## src/rtl/residual_binarizer_pkg.sv

```systemverilog
// Shared types and width helpers for the residual binarizer stage.
// Optional bias support is selected elsewhere with RESBIN_BIAS_EN.
package resbin_pkg;

  typedef enum logic [1:0] {
    IDLE,
    ACC,
    BIN
  } state_t;

  function automatic int unsigned clog2(input int unsigned value);
    int unsigned width;
    width = 0;
    while ((32'd1 << width) < value) width++;
    return width;
  endfunction

  // One extra bit over the popcount width per doubling of the fold, plus one for the bias.
  function automatic int unsigned acc_width(input int unsigned pop_width, input int unsigned fold);
    return pop_width + clog2(fold) + 1;
  endfunction

  function automatic int unsigned res_width(input int unsigned pop_width, input int unsigned fold);
    return acc_width(pop_width, fold) + 2;
  endfunction

endpackage

```

## src/rtl/residual_binarizer_if.sv

```systemverilog
// Handshake and data bundle between PopCount, the binarizer and the next layer.
// The bias field exists only when RESBIN_BIAS_EN is defined.
interface residual_binarizer_if #(
  parameter int unsigned WEIGHT_LEVELS  = 2,
  parameter int unsigned POPCOUNT_WIDTH = 8
);
  logic                                    in_valid;
  logic                                    in_ready;
  logic [POPCOUNT_WIDTH-1:0]               in_data;
  logic [WEIGHT_LEVELS*POPCOUNT_WIDTH-1:0] gamma;
`ifdef RESBIN_BIAS_EN
  logic [POPCOUNT_WIDTH-1:0]               bias;
`endif
  logic [WEIGHT_LEVELS-1:0]                out_bits;
  logic                                    out_valid;

`ifdef RESBIN_BIAS_EN
  modport master (
    output in_valid, in_data, gamma, bias,
    input  in_ready, out_bits, out_valid
  );
  modport slave (
    input  in_valid, in_data, gamma, bias,
    output in_ready, out_bits, out_valid
  );
`else
  modport master (
    output in_valid, in_data, gamma,
    input  in_ready, out_bits, out_valid
  );
  modport slave (
    input  in_valid, in_data, gamma,
    output in_ready, out_bits, out_valid
  );
`endif

endinterface

```

## src/rtl/residual_binarizer_level_step.sv

```systemverilog
// One residual binarization level: sign of the residual, then step it by gamma.
// Unaffected by RESBIN_BIAS_EN.
module resbin_level_step #(
  parameter int unsigned RES_WIDTH   = 12,
  parameter int unsigned GAMMA_WIDTH = 8
) (
  input  logic signed [RES_WIDTH-1:0]   res,
  input  logic        [GAMMA_WIDTH-1:0] gamma,
  output logic                          level_bit,
  output logic signed [RES_WIDTH-1:0]   res_next
);

  logic signed [RES_WIDTH-1:0] gamma_ext;

  assign gamma_ext = {{(RES_WIDTH-GAMMA_WIDTH){1'b0}}, gamma};

  // A residual of exactly zero counts as positive.
  assign level_bit = ~res[RES_WIDTH-1];
  assign res_next  = level_bit ? (res - gamma_ext) : (res + gamma_ext);

endmodule

```

## src/rtl/residual_binarizer.sv

```systemverilog
// Accumulates FOLD popcounts per neuron, then emits a WEIGHT_LEVELS-bit residual code.
// Define RESBIN_BIAS_EN to add the signed bias on the final fold.
module residual_binarizer
  import resbin_pkg::*;
#(
  parameter int unsigned WEIGHT_LEVELS  = 2,
  parameter int unsigned POPCOUNT_WIDTH = 8,
  parameter int unsigned FOLD           = 4
) (
  input logic                  clk,
  input logic                  rst,
  residual_binarizer_if.slave  bus
);

  localparam int unsigned PW = POPCOUNT_WIDTH;
  localparam int unsigned WL = WEIGHT_LEVELS;
  localparam int unsigned AW = acc_width(POPCOUNT_WIDTH, FOLD);
  localparam int unsigned RW = res_width(POPCOUNT_WIDTH, FOLD);
  localparam int unsigned CW = clog2(FOLD) + 1;
  localparam int unsigned KW = (WEIGHT_LEVELS > 1) ? clog2(WEIGHT_LEVELS) : 1;

  state_t               state_q, state_d;
  logic signed [AW-1:0] acc_q, acc_d;
  logic signed [AW-1:0] data_ext, addend;
  logic [CW-1:0]        cnt_q, cnt_d;
  logic [KW-1:0]        k_q, k_d;
  logic signed [RW-1:0] res_q, res_d;
  logic signed [RW-1:0] step_res, step_next;
  logic                 step_bit;
  logic [PW-1:0]        gamma_k;
  logic [WL-1:0]        level_mask;
  logic [WL-1:0]        bits_q, bits_d;
  logic [WL-1:0]        out_bits_q, out_bits_d;
  logic                 out_valid_q, out_valid_d;
  logic                 ready;
  logic                 last_fold;

  assign ready     = (state_q != BIN);
  assign last_fold = ((state_q == IDLE) && (FOLD == 1)) ||
                     ((state_q == ACC) && (cnt_q == CW'(FOLD - 1)));
  assign data_ext  = {{(AW-PW){bus.in_data[PW-1]}}, bus.in_data};

`ifdef RESBIN_BIAS_EN
  logic signed [AW-1:0] bias_ext;
  assign bias_ext = {{(AW-PW){bus.bias[PW-1]}}, bus.bias};
  assign addend   = last_fold ? (data_ext + bias_ext) : data_ext;
`else
  assign addend   = data_ext;
`endif

  // The first level reads the accumulator directly, so no extra load cycle is spent entering BIN.
  assign step_res   = (k_q == '0) ? {{2{acc_q[AW-1]}}, acc_q} : res_q;
  assign gamma_k    = PW'(bus.gamma >> (k_q * PW));
  assign level_mask = WL'(1) << k_q;

  resbin_level_step #(
    .RES_WIDTH  (RW),
    .GAMMA_WIDTH(PW)
  ) u_level_step (
    .res      (step_res),
    .gamma    (gamma_k),
    .level_bit(step_bit),
    .res_next (step_next)
  );

  always_comb begin
    state_d     = state_q;
    acc_d       = acc_q;
    cnt_d       = cnt_q;
    k_d         = k_q;
    res_d       = res_q;
    bits_d      = bits_q;
    out_bits_d  = out_bits_q;
    out_valid_d = 1'b0;
    case (state_q)
      IDLE: begin
        if (bus.in_valid) begin
          acc_d = addend;
          cnt_d = CW'(1);
          k_d   = '0;
          state_d = (FOLD == 1) ? BIN : ACC;
        end
      end
      ACC: begin
        if (bus.in_valid) begin
          acc_d = acc_q + addend;
          cnt_d = cnt_q + 1'b1;
          if (last_fold) begin
            state_d = BIN;
            k_d     = '0;
          end
        end
      end
      BIN: begin
        res_d  = step_next;
        bits_d = step_bit ? (bits_q | level_mask) : (bits_q & ~level_mask);
        if (k_q == KW'(WEIGHT_LEVELS - 1)) begin
          out_bits_d  = bits_d;
          out_valid_d = 1'b1;
          k_d         = '0;
          state_d     = IDLE;
        end else begin
          k_d = k_q + 1'b1;
        end
      end
      default: state_d = IDLE;
    endcase
  end

  always_ff @(posedge clk or negedge rst) begin
    if (!rst) begin
      state_q     <= IDLE;
      acc_q       <= '0;
      cnt_q       <= '0;
      k_q         <= '0;
      res_q       <= '0;
      bits_q      <= '0;
      out_bits_q  <= '0;
      out_valid_q <= 1'b0;
    end else begin
      state_q     <= state_d;
      acc_q       <= acc_d;
      cnt_q       <= cnt_d;
      k_q         <= k_d;
      res_q       <= res_d;
      bits_q      <= bits_d;
      out_bits_q  <= out_bits_d;
      out_valid_q <= out_valid_d;
    end
  end

  assign bus.in_ready  = ready;
  assign bus.out_bits  = out_bits_q;
  assign bus.out_valid = out_valid_q;

endmodule

```

## src/flat_wrapper.sv

```systemverilog
// flat-port wrapper written by rule: the top's interface ports become plain ports
module residual_binarizer_flat import resbin_pkg::*;
#(
  parameter int unsigned WEIGHT_LEVELS  = 2,
  parameter int unsigned POPCOUNT_WIDTH = 8,
  parameter int unsigned FOLD           = 4
)
  (clk, rst, bus_in_valid, bus_in_data, bus_gamma, bus_in_ready, bus_out_bits, bus_out_valid);
  residual_binarizer_if #(.WEIGHT_LEVELS(WEIGHT_LEVELS), .POPCOUNT_WIDTH(POPCOUNT_WIDTH)) bus_i ();
  input logic clk;
  input logic rst;
  input wire logic [$bits(bus_i.in_valid)-1:0] bus_in_valid;
  input wire logic [$bits(bus_i.in_data)-1:0] bus_in_data;
  input wire logic [$bits(bus_i.gamma)-1:0] bus_gamma;
  output wire logic [$bits(bus_i.in_ready)-1:0] bus_in_ready;
  output wire logic [$bits(bus_i.out_bits)-1:0] bus_out_bits;
  output wire logic [$bits(bus_i.out_valid)-1:0] bus_out_valid;
  assign bus_i.in_valid = bus_in_valid;
  assign bus_i.in_data = bus_in_data;
  assign bus_i.gamma = bus_gamma;
  assign bus_in_ready = bus_i.in_ready;
  assign bus_out_bits = bus_i.out_bits;
  assign bus_out_valid = bus_i.out_valid;
  residual_binarizer #(.WEIGHT_LEVELS(WEIGHT_LEVELS), .POPCOUNT_WIDTH(POPCOUNT_WIDTH), .FOLD(FOLD)) u_core (.clk(clk), .rst(rst), .bus(bus_i));
endmodule
```

## config.mk

```make
export PLATFORM = sky130hd
export DESIGN_NAME = residual_binarizer_flat
export DESIGN_NICKNAME = d
export VERILOG_FILES = /design/src/rtl/residual_binarizer_pkg.sv /design/src/rtl/residual_binarizer_if.sv /design/src/rtl/residual_binarizer_level_step.sv /design/src/rtl/residual_binarizer.sv /design/src/flat_wrapper.sv
export SDC_FILE = /design/constraint.sdc
export NUM_CORES = 1
export LEC_CHECK = 0
export CAP_MARGIN = 25
export CORE_ASPECT_RATIO = 0.9
export CORE_MARGIN = 2
export CORE_UTILIZATION = 45
export CTS_CLUSTER_SIZE = 16
export DETAILED_ROUTE_END_ITERATION = 10
export PLACE_DENSITY_LB_ADDON = 0.25
export SYNTH_ARGS = -nofsm -noshare
export SYNTH_HDL_FRONTEND = slang
export SYNTH_SLANG_ARGS = --single-unit
```

## constraint.sdc

```tcl
create_clock -name clk -period 3.1 [get_ports clk]
set_clock_uncertainty 0.15 [all_clocks]
set_input_delay 0.93 -clock clk [delete_from_list [all_inputs] [get_ports clk]]
set_output_delay 0.93 -clock clk [all_outputs]
set_load 0.05 [all_outputs]
```

==> results_dict.tcl, run 1 <==
set metrics [dict create \
    fin_tns_setup_ns -0.112 \
    crit_type "in -> reg" \
    leakagePower_nw 1.80 \
    grt_max_degree 35 \
    tightest_slew_ns 0.496 \
    initial_core_util_pct 47.2 \
    worstPathMaxFanout 4 \
    fmax_ghz 0.317 \
    violations "setup timing" \
    hold_class "reg -> reg" \
    synth_warnings 0 \
    status "finished with violations" \
    drt_pass1_iterations 4 \
    synth_seq_cells 34 \
    synth_nets 400 \
    cts_htree_levels 2 \
    drc_errors 0 \
    async_flop_share_pct 100 \
    fin_nets 483 \
    die_area_um2 7150 \
    synth_edf_count 0 \
    n_antenna_cell 0 \
    area_delta_synth_final_pct 37.8 \
    root_buffer "clkbuf_8" \
    yosys-top-cells-area "dfrtp_1 (29%), ha_1 (11%), o21ai_0 (6.2%), nand2_1 (5.4%), mux2_2 (4.2%)" \
    port_buffers 30 \
    antenna_found_initial 0 \
    chipWidth_um 88.9 \
    hold_ws_ns 0.329 \
    end_kind "register" \
    post_synth.cell_area_avg_um2 8.44 \
    num_rows 27 \
    synthCells 346 \
    ios 31 \
    critPathArrivalTime_ns 3.18 \
    drive_gt1_share_pct 30.9 \
    place_congestion 0.863 \
    cts_buffers 5 \
    cts_tree "yes" \
    track_usage_pct 22.4 \
    synth_flop_cell "dfrtp_1" \
    hpwl_um 5320 \
    clock-sinks 34 \
    drv_slew 0 \
    layout_setup_ws_ns -0.0565 \
    slew_headroom_pct 66.8 \
    power_density_nw_per_um2 1320 \
    cp.required_ns 3.12 \
    vias_per_cell 5.51 \
    gr-total-overflow 0 \
    vias 2850 \
    ctsLongestPathBuffers 2 \
    insertion_delay_ns 0.29 \
    irDropWorstVdd_mv 0.851 \
    setup_viol 3 \
    drt_iter0_drc 150 \
    synth_top_area_share_pct 29.1 \
    grt_pass1_vias 2793 \
    fin_crit_sh_pct 102 \
    synth_cell_types 49 \
    yosys.area.top_type "dfrtp_1" \
    utilization_pct 65.0 \
    ant_nets 0 \
    layout_commonest_cell "buf_4" \
    pre_cts_ws_ns -0.684 \
    route.detailed.wl_per_inst_um 15.0 \
    wl_um 7760 \
    final_cell_mix "buf_4 (54), nand2_1 (40), dfrtp_1 (33)" \
    clkTransAtPathRegs_ns 0.07 \
    ys_seq_area_share_pct 29.1 \
    die_h_um 80.4 \
    startpoint_type "input pin" \
    rsz0062_at_grt "true" \
    min_period_ns 3.16 \
    final-hold-violation-count 0 \
    syn-cell-area_um2 2920 \
    coreArea_um2 6180 \
    cap_violations 0 \
    grt_first_pass_wirelength_um 12600 \
]
[critical path, cell delays in order]
cell and delay [ns]:
buf_8 0.10, mux2i_4 0.21, o21ai_2 0.10, or2_1 0.26
o21ai_2 0.17, xor2_1 0.22, ha_1 0.33, and2_4 0.20
o21ai_4 0.15, and3_4 0.22, a221oi_4 0.06, xnor2_1 0.16
o21ai_1 0.07
[sequential cells by signal (all words and copies together) (netlist names)]
name	count
u_core.bus.out_bits	2
u_core.res_q	13
u_core.cnt_q	3
u_core.bus.out_valid	1
u_core.state_q	2
u_core.acc_q	11
u_core.bits_q	1
u_core.k_q	1
[layout make-up]
type / count / area [um^2]
clock inverters: 2 / 12.5
inverters: 16 / 60.1
well taps: 87 / 109
fillers: 494 / 2160
flip-flops and latches: 34 / 852
multi-input cells: 284 / 2170
repair buffers: 88 / 734
clock buffers: 6 / 82.6
[cell usage after synthesis (7+ instances only)]
cell type and n:
nor3_1 14, mux2_2 11, ha_1 25, mux2i_1 12, nor2_1 25, xnor2_1 8
a21o_1 7, o21ai_0 36, dfrtp_1 34, nand2_1 42, inv_1 16, xor2_1 9
a21oi_1 22, o21a_1 8
[where the power goes]
group / switching (mW) / leakage [nW] / internal [mW]
registers: 0.178 / 0.406 / 0.645
logic: 2.02 / 1.35 / 2.11
clock network: 0.175 / 0.0472 / 0.179
[path summary, 6_finish.rpt]
check / from / endpoint / slack, ns / cells past startpoint
min reg2reg: u_core.bus.out_bits[1] / u_core.bus.out_bits[1] / 0.33 / 2
min: u_core.bus.out_bits[1] / u_core.bus.out_bits[1] / 0.33 / 2
max: bus_gamma[0] / u_core.res_q[12] / -0.06 / 13
max reg2reg: u_core.k_q / u_core.res_q[12] / 0 / 12
max in group asynchronous: rst / u_core.k_q / 1.57 / 2
min in group asynchronous: rst / u_core.res_q[0] / 0.90 / 2
[through the flow]
stage / power, mW / std cells / cell area (um^2)
2_1_floorplan: 3.02 / 346 / 2950
3_3_place_gp: 4.01 / 492 / 3600
3_5_place_dp: 4.08 / 492 / 3600
4_1_cts: 4.89 / 513 / 3910
5_1_grt: 5.75 / 517 / 4020
6_report: 5.31 / 517 / 4020
[cells by family (layout without fill, tap and decap cells)]
logic type,Yosys count,after routing,share of synthesized area (%)
fa+ha+maj,27,27,12.1
flops,34,34,29.1
buf+inv,28,112,4.41
xor+xnor,17,17,5.10
mux,23,23,8.36
compound gates,105,105,22.9
simple gates,112,112,18.0
[metal layers]
layer  track usage [%]  up-vias  part of all wire (%)
met4              5.30        0                  0.93
met1              29.1     1368                    46
li1                  -     1420                     -
met2              38.1       54                    50
met5                 0        -                     0
met3              4.21        8                   3.3
[what timing repair did]
item                       CTS  global route
setup endpoints to repair    8             9
pin swaps                   35            32
buffers inserted            13             4
resized for setup           74            29
hold buffers                 0             0
(Power assumes the default switching activity.)
==> inputs of run 2 (changes only) <==
==> constraint.sdc (replaced) <==
create_clock -name clk -period 3.1 [get_ports clk]
set_clock_uncertainty 0.15 [all_clocks]
set_input_delay 0.62 -clock clk [delete_from_list [all_inputs] [get_ports clk]]
set_output_delay 0.62 -clock clk [all_outputs]
set_load 0.05 [all_outputs]
==> run 2 against run 1 <==
  * The flow now finishes without violations
  * Sequential share of layout area up 0.50 points
  * Count of clock-buffer cells in the layout rose by 1
  * Wire length shrank 10%
  * Non-clock buffer count is 1 lower
  * Sequential cell count unchanged
  * Register-to-register slack gained 0.097 ns
  * Design area fell by 2.3%
  * Core utilization down 1.5 points
  * Hold slack worse by 0.0040 ns
  * Global-route usage shrank 1.8 points
  * Combinational power down 9.2%
  * Final cell count is 0.19% lower
  * Critical path type is now reg -> reg
  * Highest routed layer unchanged
==> results_dict.tcl, run 2 (synthesis results as in run 1) <==
set metrics [dict create \
    status "complete, no violations" \
    fin_crit_sh_pct 96.9 \
    holdPathEnd "u_core.res_q[3]" \
    largest_reg_flops 13 \
    rr_startpoint "u_core.k_q" \
    final_cells 516 \
    grt_first_pass_wirelength_um 11600 \
    antenna_found_initial 0 \
    cts_buffers 5 \
    irDropWorstVdd_mv 0.711 \
    multi_input_area_um2 2050 \
    layout_setup_ws_ns 0.0973 \
    tightest_slew_ns 0.655 \
    cts_htree_levels 2 \
    num_rows 27 \
    grt_pass1_vias 2588 \
    setup_viol 0 \
    worstPathMaxFanout 6 \
    cts_hold_buf 0 \
    fillers 533 \
    initial_core_util_pct 47.2 \
    clock-sinks 34 \
    vias 2711 \
    pre_cts_ws_ns -0.524 \
    hpwl_um 5380 \
    slew_headroom_pct 56.2 \
    n_antenna_cell 0 \
    die_h_um 80.4 \
    die_area_um2 7150 \
    clkTransAtPathRegs_ns 0.07 \
    ios 31 \
    rsz0062_at_grt "true" \
    fin_tns_setup_ns 0 \
    grt_max_degree 35 \
    vias_per_cell 5.25 \
    regMostFlops "u_core.res_q" \
    insertion_delay_ns 0.28 \
    area_delta_synth_final_pct 34.6 \
    leakagePower_nw 1.83 \
    ant_nets 0 \
    cts_tree "yes" \
    fmax_ghz 0.333 \
    drc_errors 0 \
    track_usage_pct 20.5 \
    end_kind "register" \
    drt_iter0_drc 139 \
    r2r_setup_slack_ns 0.1 \
    drv_slew 0 \
    root_buffer "clkbuf_8" \
    cp.required_ns 3.11 \
    worstPathCellList "mux2i_4, ha_2, nor2_1, xnor2_1, ha_1, nor2b_4, o31a_1, buf_4, o21ai_0, nand2b_1, a31oi_1, o31ai_1" \
    slowest_stage "dfrtp_2" \
    reg2reg_depth 12 \
    ctsLongestPathBuffers 2 \
    coreArea_um2 6180 \
    power_density_nw_per_um2 1250 \
    dpl.cell_count 499 \
    min_period_ns 3.00 \
    hp-start "u_core.res_q[3]" \
    total_power_mw 4.90 \
    gr-total-overflow 0 \
    hold_depth 2 \
    startpoint_type "register" \
    drt_pass1_iterations 4 \
    route.detailed.wl_per_inst_um 13.5 \
    chipWidth_um 88.9 \
    wl_um 6950 \
    top_regs "u_core.res_q (13), u_core.acc_q (11), u_core.cnt_q (3)" \
    regArea_um2 852 \
    worstReg2RegEnd "u_core.res_q[8]" \
    drive_gt1_share_pct 24.5 \
    port_buffers 30 \
    hold_class "reg -> reg" \
    cap_violations 0 \
    utilization_pct 63.5 \
    layout_commonest_cell "buf_4" \
    place_congestion 0.884 \
    crit_type "reg -> reg" \
    max_stage_delay_ns 0.49 \
    critPathArrivalTime_ns 3.02 \
    fin_nets 482 \
    final-hold-violation-count 0 \
    final_cell_mix "buf_4 (54), nand2_1 (41), dfrtp_1 (33)" \
]
==> run 2: cell types whose count changed in the layout (fill, tap and decap cells not counted), moves of 3 or more <==
cell	change
dlymetal6s2s_1	+6
o21ai_2	-3
nor2_4	-3
buf_2	-3
buf_6	-5
o21ai_0	+5
nor2_1	+4
clkbuf_2	-3
clkdlybuf4s50_1	+4
==> run 2: critical path, delay by kind of cell, from the launching register on <==
family                     cells  cell delay, ns
adders and majority gates      2            0.50
xor gates and xnor gates       1            0.18
DFF                            1            0.49
buffers and inverters          1            0.15
and+or+nand+nor                3            0.32
AOI/OAI and AO/OA              4            0.79
muxes                          1            0.30
==> run 2: power breakdown <==
group	total, mW	internal (mW)	leakage, nW	switching [mW]
sequential	0.815	0.646	0.406	0.169
combinational	3.75	1.95	1.37	1.80
clock	0.336	0.179	0.0482	0.157
==> run 2: worst max path at each step <==
stage,slack (ns),cells after the start,from,endpoint
after global routing,-0.07,13,u_core.k_q,u_core.res_q[11]
after global placement,-0.43,11,bus_gamma[8],u_core.res_q[11]
after floorplan,0.09,13,u_core.k_q,u_core.res_q[10]
after detailed placement,-0.52,11,bus_gamma[0],u_core.res_q[11]
final,0.1,12,u_core.k_q,u_core.res_q[8]
after CTS,0.008,13,bus_gamma[10],u_core.res_q[10]
==> run 2: cell type report <==
cell class / instances / area share (%)
multi-input cells: 284 / 52.1
well taps: 87 / 2.77
flip-flops and latches: 34 / 21.7
clock inverters: 1 / 0.127
inverters: 16 / 1.53
clock buffers: 7 / 2.20
repair buffers: 87 / 19.6
==> run 2: timing repair <==
action                     CTS  global route
resized for setup           16            29
pin swaps                   17            21
setup endpoints to repair    8             8
buffers inserted             6             4
==> run 2: routing by layer <==
metal | share of wire [%] | track usage, % | up-vias
met2 | 49 | 34.4 | 19
met4 | 1.1 | 4.70 | 0
li1 | - | - | 1412
met1 | 48 | 27.1 | 1272
met3 | 1.8 | 4.21 | 8
met5 | 0 | 0 | -
==> run 2: per-stage QoR <==
stage | cell area, um^2 | hold slack [ns]
floorplan | 2920 | 0.174
global placement | 3630 | 0.303
detailed placement | 3630 | 0.314
CTS | 3790 | 0.330
global route | 3930 | 0.362
finish | 3930 | 0.325
==> inputs of run 3 (changes only) <==
--- a/config.mk
+++ b/config.mk
@@ -7,11 +7,11 @@
 export LEC_CHECK = 0
 export CAP_MARGIN = 25
 export CORE_ASPECT_RATIO = 0.9
-export CORE_MARGIN = 2
+export CORE_MARGIN = 1.5
 export CORE_UTILIZATION = 45
-export CTS_CLUSTER_SIZE = 16
 export DETAILED_ROUTE_END_ITERATION = 10
 export PLACE_DENSITY_LB_ADDON = 0.25
+export SKIP_LAST_GASP = 1
 export SYNTH_ARGS = -nofsm -noshare
 export SYNTH_HDL_FRONTEND = slang
 export SYNTH_SLANG_ARGS = --single-unit
==> run 3 against run 2 <==
  * Core utilization increased by 0.71 points
  * Power increased by 0.68%
  * Final cell count increased by 0.58%
  * Setup slack got worse by 0.075 ns
  * Largest cell class unchanged
  * Highest routed layer unchanged
  * First-iteration DRC count decreased by 10%
  * Maximum frequency decreased by 2.4%
==> results_dict.tcl, run 3 (synthesis results as in run 1) <==
set metrics [dict create \
    min_period_ns 3.08 \
    holdPathEnd "u_core.bus.out_bits[1]" \
    gr-total-overflow 0 \
    power_density_nw_per_um2 1240 \
    total_power_mw 4.93 \
    fillers 538 \
    irDropWorstVdd_mv 0.744 \
    grt_first_pass_wirelength_um 11500 \
    insertion_delay_ns 0.28 \
    clock-sinks 34 \
    worstPathMaxFanout 7 \
    multi_input_area_um2 2050 \
    grt_pass1_vias 2636 \
    status "complete, no violations" \
    drt_pass1_iterations 4 \
    vias 2756 \
    die_h_um 79.4 \
    drc_errors 0 \
    num_rows 27 \
    fin_crit_sh_pct 99.3 \
    port_buffers 30 \
    tightest_slew_ns 0.589 \
    vias_per_cell 5.31 \
    cap_violations 0 \
    ant_nets 0 \
    end_kind "register" \
    rr_startpoint "u_core.k_q" \
    hold_class "reg -> reg" \
    track_usage_pct 20.5 \
    clkTransAtPathRegs_ns 0.07 \
    chipWidth_um 87.9 \
    largest_reg_flops 13 \
    final_cell_area_um2 3970 \
    wl_um 7180 \
    top_regs "u_core.res_q (13), u_core.acc_q (11), u_core.cnt_q (3)" \
    hpwl_um 5240 \
    root_buffer "clkbuf_8" \
    drive_gt1_share_pct 25.2 \
    hold_depth 2 \
    crit_type "reg -> reg" \
    final-hold-violation-count 0 \
    cts_htree_levels 2 \
    n_antenna_cell 0 \
    drv_slew 0 \
    final_cell_mix "buf_4 (56), nand2_1 (41), dfrtp_1 (33)" \
    pre_cts_ws_ns -0.487 \
    ctsLongestPathBuffers 2 \
    cts_tree "yes" \
    ios 31 \
    fin_tns_setup_ns 0 \
    initial_core_util_pct 47.2 \
    layout_commonest_cell "buf_4" \
    startpoint_type "register" \
    slew_headroom_pct 60.6 \
    antenna_found_initial 0 \
    regMostFlops "u_core.res_q" \
    fmax_ghz 0.325 \
    grt_max_degree 35 \
    worstReg2RegEnd "u_core.res_q[10]" \
    route.detailed.wl_per_inst_um 13.8 \
    leakagePower_nw 1.85 \
    place_congestion 0.882 \
    critPathArrivalTime_ns 3.12 \
    coreArea_um2 6180 \
    reg2reg_depth 13 \
    hp-start "u_core.bus.out_bits[1]" \
    die_area_um2 6980 \
    layout_setup_ws_ns 0.0225 \
    area_delta_synth_final_pct 36.1 \
    drt_iter0_drc 125 \
    setup_viol 0 \
    cts_buffers 5 \
    place_area_um2 3620 \
    fin_nets 485 \
    regArea_um2 852 \
    r2r_setup_slack_ns 0.02 \
    cp.required_ns 3.14 \
]
## run 3: worst max-delay path by stage
stage / start / endpoint / cells after the start
final: u_core.k_q / u_core.res_q[10] / 13
after global routing: u_core.k_q / u_core.res_q[10] / 13
after CTS: bus_gamma[10] / u_core.res_q[10] / 13
after detailed placement: bus_gamma[8] / u_core.res_q[11] / 11
after global placement: bus_gamma[8] / u_core.res_q[11] / 11
after floorplan: u_core.k_q / u_core.res_q[10] / 13
## run 3: power by group
group | internal (mW) | leakage, nW | switching (mW)
clock | 0.179 | 0.0482 | 0.157
combinational | 1.96 | 1.40 | 1.82
sequential | 0.646 | 0.406 | 0.163
## run 3: routing by layer
metal	up-vias	share of wire, %	track usage [%]
li1	1422	-	-
met1	1274	46	27.7
met2	52	50	35.3
met3	8	3.3	3.41
met4	0	0.84	2.38
met5	-	0	0
## run 3: stage by stage
step,utilization (%),instances,hold slack [ns]
4_1_cts,60.9,510,0.330
3_5_place_dp,58.6,498,0.314
2_1_floorplan,-,346,0.174
3_3_place_gp,58.6,498,0.303
6_report,64.3,519,0.329
5_1_grt,64.3,519,0.357
## run 3: cell type report
cell class / count / share of cell area, %
sequential: 34 / 21.4
multi-input combinational: 284 / 51.7
clock inverter: 1 / 0.126
inverter: 16 / 1.51
clock buffer: 7 / 2.17
tap: 87 / 2.74
timing repair buffer: 90 / 20.3
## run 3: worst max-delay path, stage by stage, from the launching register on
cell	delay, ns
dfrtp_2	0.51
buf_6	0.17
nand2b_4	0.16
and2_4	0.15
buf_6	0.12
nand2_1	0.07
xor2_1	0.18
ha_1	0.36
o21a_1	0.20
o31a_1	0.15
o31ai_4	0.28
a31oi_2	0.15
o21a_1	0.20
o31ai_2	0.16
## run 3: repair_timing
item | CTS | global route
buffers inserted | 4 | 8
setup endpoints to repair | 8 | 7
hold buffers | 0 | 0
pin swaps | 12 | 19
resized for setup | 13 | 34
cloned | 0 | 1
